[config.mk]
export PLATFORM = sky130hd
export DESIGN_NAME = uart_reg_reporter
export DESIGN_NICKNAME = d
export VERILOG_FILES = /design/src/rtl/uart_pkg.sv /design/src/rtl/uart_tx_byte.sv /design/src/rtl/uart_reg_reporter.sv
export SDC_FILE = /design/constraint.sdc
export NUM_CORES = 1
export LEC_CHECK = 0
export CAP_MARGIN = 20
export CORE_ASPECT_RATIO = 1.5
export CORE_MARGIN = 10
export CORE_UTILIZATION = 55
export CTS_CLUSTER_SIZE = 25
export DETAILED_ROUTE_END_ITERATION = 8
export PLACE_DENSITY = 0.81
export SYNTH_ARGS = -nofsm -noshare
export SYNTH_HDL_FRONTEND = slang
export SYNTH_SLANG_ARGS = --single-unit
[constraint.sdc]
create_clock -name clk -period 4 [get_ports clk]
set_clock_uncertainty 0.1 [all_clocks]
set_input_delay 0.8 -clock clk [delete_from_list [all_inputs] [get_ports clk]]
set_output_delay 0.8 -clock clk [all_outputs]
set_load 0.005 [all_outputs]
[src/rtl/uart_pkg.sv]
// Shared UART definitions: ASCII constants, transmitter state encoding and the
// nibble-to-ASCII helper used to build register-report frames.
package uart_pkg;

    localparam logic [7:0] CR       = 8'h0D;
    localparam logic [7:0] LF       = 8'h0A;
    localparam logic [7:0] CH_R     = 8'h52;
    localparam logic [7:0] CH_COLON = 8'h3A;

    typedef enum logic [1:0] {
        ST_IDLE,
        ST_START,
        ST_DATA,
        ST_STOP
    } tx_state_e;

    // Uppercase hex digit: 0-9 -> '0'..'9', A-F -> 'A'..'F'
    function automatic logic [7:0] hex2ascii(input logic [3:0] nib);
        logic [7:0] ch;
        ch = 8'h30 + 8'(nib);
        if (nib > 4'd9) begin
            ch = 8'h41 + 8'(nib) - 8'd10;
        end
        return ch;
    endfunction

endpackage

[src/rtl/uart_tx_byte.sv]
// 8N1 byte serializer with baud counter. A byte offered during the final stop-bit
// cycle is chained straight into the next start bit, so there is no inter-byte gap.
module uart_tx_byte
    import uart_pkg::*;
#(
    parameter int unsigned CLKS_PER_BIT = 868
) (
    input  logic       clk,
    input  logic       rst_n,
    input  logic       byte_valid,
    input  logic [7:0] byte_data,
    output logic       byte_ready_c,
    output logic       byte_done_c,
    output logic       tx
);

    localparam int unsigned CNT_W = $clog2(CLKS_PER_BIT);
    localparam logic [CNT_W-1:0] CNT_MAX = CNT_W'(CLKS_PER_BIT - 1);

    tx_state_e        state;
    logic [CNT_W-1:0] cnt;
    logic [2:0]       bit_idx;
    logic [7:0]       shift;
    logic             bit_end_c;

    always_comb begin
        bit_end_c    = (cnt == CNT_MAX);
        byte_done_c  = (state == ST_STOP) && bit_end_c;
        byte_ready_c = (state == ST_IDLE) || byte_done_c;
    end

    always_ff @(posedge clk or negedge rst_n) begin
        if (!rst_n) begin
            state   <= ST_IDLE;
            cnt     <= '0;
            bit_idx <= '0;
            shift   <= '0;
            tx      <= 1'b1;
        end else begin
            case (state)
                ST_IDLE: begin
                    cnt <= '0;
                    tx  <= 1'b1;
                    if (byte_valid) begin
                        shift <= byte_data;
                        state <= ST_START;
                        tx    <= 1'b0;
                    end
                end
                ST_START: begin
                    if (bit_end_c) begin
                        cnt     <= '0;
                        bit_idx <= '0;
                        state   <= ST_DATA;
                        tx      <= shift[0];
                    end else begin
                        cnt <= cnt + CNT_W'(1);
                    end
                end
                ST_DATA: begin
                    if (bit_end_c) begin
                        cnt <= '0;
                        if (bit_idx == 3'd7) begin
                            state <= ST_STOP;
                            tx    <= 1'b1;
                        end else begin
                            bit_idx <= bit_idx + 3'd1;
                            shift   <= {1'b0, shift[7:1]};
                            tx      <= shift[1];
                        end
                    end else begin
                        cnt <= cnt + CNT_W'(1);
                    end
                end
                ST_STOP: begin
                    if (bit_end_c) begin
                        cnt <= '0;
                        if (byte_valid) begin
                            shift <= byte_data;
                            state <= ST_START;
                            tx    <= 1'b0;
                        end else begin
                            state <= ST_IDLE;
                        end
                    end else begin
                        cnt <= cnt + CNT_W'(1);
                    end
                end
                default: begin
                    state <= ST_IDLE;
                    cnt   <= '0;
                    tx    <= 1'b1;
                end
            endcase
        end
    end

endmodule

[src/rtl/uart_reg_reporter.sv]
// Register-report frame sequencer: captures (idx, data) and streams
// CR 'R' idx ':' d3 d2 d1 d0 LF through the byte serializer.
module uart_reg_reporter
    import uart_pkg::*;
#(
    parameter int unsigned CLK_FREQ     = 100_000_000,
    parameter int unsigned BAUD         = 115200,
    parameter int unsigned CLKS_PER_BIT = CLK_FREQ / BAUD
) (
    input  logic        clk,
    input  logic        rst_n,
    input  logic        req_valid,
    output logic        req_ready,
    input  logic [3:0]  req_idx,
    input  logic [15:0] req_data,
    output logic        tx,
    output logic        busy
);

    localparam logic [3:0] LAST_BYTE = 4'd8;

    logic [3:0]  cap_idx;
    logic [15:0] cap_data;
    logic [3:0]  byte_idx;
    logic [3:0]  next_idx_c;
    logic        byte_valid_c;
    logic [7:0]  byte_data_c;
    logic        byte_ready_c;
    logic        byte_done_c;
    logic        byte_fire_c;

    function automatic logic [7:0] frame_byte(input logic [3:0]  sel,
                                              input logic [3:0]  idx,
                                              input logic [15:0] data);
        logic [7:0] b;
        b = LF;
        case (sel)
            4'd0: b = CR;
            4'd1: b = CH_R;
            4'd2: b = hex2ascii(idx);
            4'd3: b = CH_COLON;
            4'd4: b = hex2ascii(data[15:12]);
            4'd5: b = hex2ascii(data[11:8]);
            4'd6: b = hex2ascii(data[7:4]);
            4'd7: b = hex2ascii(data[3:0]);
            default: b = LF;
        endcase
        return b;
    endfunction

    // While idle, byte 0 (CR) is offered on the accept edge so the start bit follows immediately
    always_comb begin
        next_idx_c   = byte_idx + 4'd1;
        byte_valid_c = 1'b0;
        byte_data_c  = CR;
        if (req_ready) begin
            byte_valid_c = req_valid;
        end else begin
            byte_valid_c = (byte_idx != LAST_BYTE);
            byte_data_c  = frame_byte(next_idx_c, cap_idx, cap_data);
        end
        byte_fire_c = byte_valid_c && byte_ready_c;
    end

    always_ff @(posedge clk or negedge rst_n) begin
        if (!rst_n) begin
            req_ready <= 1'b1;
            busy      <= 1'b0;
            cap_idx   <= '0;
            cap_data  <= '0;
            byte_idx  <= '0;
        end else if (req_ready) begin
            if (req_valid) begin
                cap_idx   <= req_idx;
                cap_data  <= req_data;
                byte_idx  <= '0;
                req_ready <= 1'b0;
                busy      <= 1'b1;
            end
        end else if (byte_fire_c) begin
            byte_idx <= next_idx_c;
        end else if (byte_done_c) begin
            byte_idx  <= '0;
            req_ready <= 1'b1;
            busy      <= 1'b0;
        end
    end

    uart_tx_byte #(
        .CLKS_PER_BIT (CLKS_PER_BIT)
    ) u_tx_byte (
        .clk          (clk),
        .rst_n        (rst_n),
        .byte_valid   (byte_valid_c),
        .byte_data    (byte_data_c),
        .byte_ready_c (byte_ready_c),
        .byte_done_c  (byte_done_c),
        .tx           (tx)
    );

endmodule

==> metrics.txt <==
# TYPE chip_impl_metric gauge
chip_impl_metric{name="tightest_slew",unit="ps"} 924
chip_impl_metric{name="drtAntennaViolNets",unit=""} 0
chip_impl_metric{name="grt_pass1_vias",unit=""} 2613
chip_impl_metric{name="worst-endpoint-required",unit="ps"} 4090
chip_impl_metric{name="dieWidth",unit="µm"} 83.2
chip_impl_metric{name="synthesis.yosys.warnings",unit=""} 0
chip_impl_metric{name="pin_count",unit=""} 26
chip_impl_info{name="status",value="complete, no violations"} 1
chip_impl_metric{name="clock_tree.htree_level_count",unit=""} 2
chip_impl_metric{name="gp_congestion",unit=""} 0.930
chip_impl_metric{name="antenna_found_initial",unit=""} 0
chip_impl_metric{name="final.min_clock_period",unit="ps"} 2770
chip_impl_metric{name="p_per_area",unit="nW/µm²"} 596
chip_impl_metric{name="fillers",unit=""} 497
chip_impl_metric{name="slew_violations",unit=""} 0
chip_impl_info{name="postSynth.topFlopCell",value="dfrtp_1"} 1
chip_impl_metric{name="largest_net_degree_at_the_start_of_global_routing",unit=""} 50
chip_impl_metric{name="hold_viol",unit=""} 0
chip_impl_metric{name="cts_inserted_buffers",unit=""} 5
chip_impl_metric{name="async_reset_ff_frac",unit=""} 1.00
chip_impl_metric{name="met1_length",unit="µm"} 2910
chip_impl_metric{name="synth-edff-count",unit=""} 0
chip_impl_metric{name="std_cell_rows",unit=""} 34
chip_impl_metric{name="diodes",unit=""} 0
chip_impl_info{name="clock_tree_from_tritoncts",value="done"} 1
chip_impl_metric{name="leakage",unit="nW"} 1.65
chip_impl_metric{name="wirelength",unit="µm"} 7180
chip_impl_metric{name="num_vias",unit=""} 2622
chip_impl_metric{name="detailroute.wirelength.met3",unit="µm"} 253
chip_impl_metric{name="route.met2.wl",unit="µm"} 3770
chip_impl_metric{name="final_net_count",unit=""} 416
chip_impl_metric{name="drcViolationCount",unit=""} 0
chip_impl_metric{name="yosysUniqueCellTypes",unit=""} 64
chip_impl_metric{name="synth_area",unit="µm²"} 3290
chip_impl_metric{name="post_cts_gate_resize_count",unit=""} 0
chip_impl_info{name="cts_root_buffer",value="clkbuf_8"} 1
chip_impl_metric{name="synth_nets",unit=""} 394
chip_impl_metric{name="postCtsSetupRepairBufs",unit=""} 0
chip_impl_metric{name="global_route.usage.total",unit=""} 0.153
chip_impl_metric{name="fin_tns_setup",unit="ps"} 0
chip_impl_metric{name="postSynthCellCount",unit=""} 346
chip_impl_info{name="synth.area.top_cells",value="dfrtp_1 36%, ha_1 9.5%, mux2_2 8.5%"} 1
chip_impl_metric{name="layout_worst_path_cycle_share",unit=""} 0.693
chip_impl_metric{name="clock_sinks",unit=""} 49
chip_impl_metric{name="worst_setup_hold_path_clk_slew",unit="ps"} 90
chip_impl_metric{name="max_cap_violations",unit=""} 0
chip_impl_metric{name="vdd.ir_drop.worst",unit="mV"} 0.349
chip_impl_info{name="start_kind",value="register"} 1
chip_impl_metric{name="count_of_tritonroute_iterations_in_the_first_routing_pass",unit=""} 5
chip_impl_metric{name="slew_headroom",unit=""} 0.382
chip_impl_metric{name="setup_viol",unit=""} 0
chip_impl_metric{name="start_util",unit=""} 0.565
chip_impl_metric{name="syn2layout_area_growth",unit="%"} 12.0
chip_impl_info{name="synth_area_leader_cell",value="dfrtp_1"} 1
chip_impl_info{name="min_path_type",value="input pin to asynchronous set/reset pin"} 1
chip_impl_metric{name="synth_top_area_frac",unit=""} 0.357
chip_impl_info{name="endpoint_kind",value="register"} 1
chip_impl_metric{name="port_buffers",unit=""} 25
chip_impl_info{name="synth_commonest_cells",value="47 x dfrtp_1, 31 x inv_1, 31 x nand2_1"} 1
chip_impl_info{name="timing_worst_setup_path_type",value="register to register"} 1
chip_impl_metric{name="yosys_register_bits",unit=""} 49
chip_impl_metric{name="via_per_inst",unit=""} 5.95
chip_impl_metric{name="worstPathArrival",unit="ps"} 2860
chip_impl_metric{name="final_core_util",unit=""} 0.633
chip_impl_info{name="r2r-start",value="byte_idx[0]$_DFFE_PN0P_"} 1
chip_impl_metric{name="detail_route.iter0.violations",unit=""} 182
chip_impl_metric{name="route.detailed.wl_per_inst",unit="µm"} 16.3
chip_impl_info{name="terminus_of_the_critical_flop_to_flop_path",value="u_tx_byte.shift[1]$_DFFE_PN0P_"} 1
chip_impl_metric{name="place_hpwl",unit="µm"} 5410
chip_impl_metric{name="grt_first_pass_wirelength",unit="µm"} 12300
chip_impl_metric{name="clock_tree.buffer_depth",unit=""} 2
chip_impl_metric{name="holdBufCountCts",unit=""} 0
chip_impl_metric{name="dieHeight",unit="µm"} 115
chip_impl_metric{name="seq_area_frac_synth",unit=""} 0.373
chip_impl_metric{name="grt.overflow.total",unit=""} 0
chip_impl_metric{name="layout-drive-gt1-share",unit=""} 0.138
chip_impl_info{name="route.top_layer_used",value="met4"} 1
chip_impl_metric{name="floorplan.die_area",unit="µm²"} 9550
chip_impl_metric{name="worst-r2r-setup-slack",unit="ps"} 1230
chip_impl_metric{name="placeableCoreArea",unit="µm²"} 5830
chip_impl_metric{name="insertion_delay",unit="ps"} 310
chip_impl_metric{name="r2r_cells",unit=""} 7
chip_impl_metric{name="worst_path_max_fanout",unit=""} 12
chip_impl_info{name="rsz0062_at_grt",value="false"} 1
chip_impl_info{name="synth.most_common_cell",value="dfrtp_1"} 1
chip_impl_metric{name="synth.avg_cell_area",unit="µm²"} 9.52
chip_impl_metric{name="max_freq",unit="GHz"} 0.361
## per-layer routing
layer,vias to the layer above,track usage
li1,1269,-
met1,1268,0.166
met2,64,0.276
met3,21,0.0304
met4,0,0.0740
met5,-,0
## power breakdown
group	switching (mW)	leakage (nW)	internal, mW	total, mW
combinational	0.653	0.997	0.498	1.15
sequential	0.125	0.612	0.613	0.738
clock	0.169	0.0445	0.141	0.310
## worst max-delay path, stage by stage, from the launching register on
cell and delay (ps):
dfrtp_1 490, ha_1 310, nand2b_1 110, a21boi_1 160, a2bb2oi_1 750, o32ai_1 260
a2111oi_4 380, a21oi_1 100
## worst max-delay path by stage
stage	to	cells past startpoint	from
2_1_floorplan	u_tx_byte.shift[3]$_DFFE_PN0P_	8	byte_idx[0]$_DFFE_PN0P_
3_3_place_gp	u_tx_byte.shift[1]$_DFFE_PN0P_	7	byte_idx[0]$_DFFE_PN0P_
3_5_place_dp	u_tx_byte.shift[1]$_DFFE_PN0P_	7	byte_idx[0]$_DFFE_PN0P_
4_1_cts	u_tx_byte.shift[1]$_DFFE_PN0P_	7	byte_idx[0]$_DFFE_PN0P_
5_1_grt	u_tx_byte.shift[1]$_DFFE_PN0P_	7	byte_idx[0]$_DFFE_PN0P_
6_report	u_tx_byte.shift[1]$_DFFE_PN0P_	7	byte_idx[0]$_DFFE_PN0P_
## cells in the final DEF (no fill, tap or decap), types with 3 or more instances in the layout
cell type and instances:
dfrtp_1 47, inv_1 31, nand2_1 31, nor2_1 26, mux2_2 25, ha_1 25, clkdlybuf4s50_1 24, a21oi_1 20
o21ai_0 18, xnor2_1 8, nand3_1 7, a22o_1 7, o21a_1 6, clkbuf_8 6, o21ai_1 5, o22ai_1 5
or2_2 4, xor2_1 4, nor4_1 4, a31oi_1 4, nand2b_1 3, nor2b_1 3, a211oi_1 3, a22oi_1 3
o211ai_1 3
## kinds of logic (layout without fill, tap and decap cells)
| group | after synthesis | in the layout | synth area share |
|---|---|---|---|
| fa+ha+maj | 25 | 25 | 0.0950 |
| mux | 25 | 25 | 0.0855 |
| flops | 49 | 49 | 0.373 |
| simple gates | 94 | 94 | 0.150 |
| xor+xnor | 12 | 12 | 0.0319 |
| compound gates | 99 | 99 | 0.213 |
| buf+inv | 42 | 65 | 0.0517 |
## per-stage QoR
stage | std cells | hold WS [ps] | area (µm²) | total power [mW] | setup WS (ps)
2_1_floorplan | 346 | 349 | 3290 | 1.62 | 1780
3_3_place_gp | 432 | 369 | 3570 | 1.86 | 1350
3_5_place_dp | 432 | 368 | 3570 | 1.88 | 1240
4_1_cts | 440 | 395 | 3670 | 2.20 | 1220
5_1_grt | 441 | 316 | 3690 | 2.40 | 924
6_report | 441 | 302 | 3690 | 2.20 | 1230
## layout make-up
cell class | count | area (µm²) | share of cell area
inverters | 31 | 116 | 0.0315
flip-flops and latches | 49 | 1230 | 0.333
clock inverters | 1 | 7.51 | 0.00204
clock buffers | 7 | 86.3 | 0.0234
multi-input cells | 255 | 1890 | 0.514
well taps | 72 | 90.1 | 0.0244
repair buffers | 26 | 265 | 0.0719
## state kept, by name, summed over array words and instances (netlist names)
name               cells
cap_idx                4
u_tx_byte.cnt         10
req_ready              1
u_tx_byte.tx           1
u_tx_byte.shift        7
busy                   1
u_tx_byte.bit_idx      3
u_tx_byte.state        2
cap_data              16
byte_idx               4
Power figures use the tool's default switching activity.
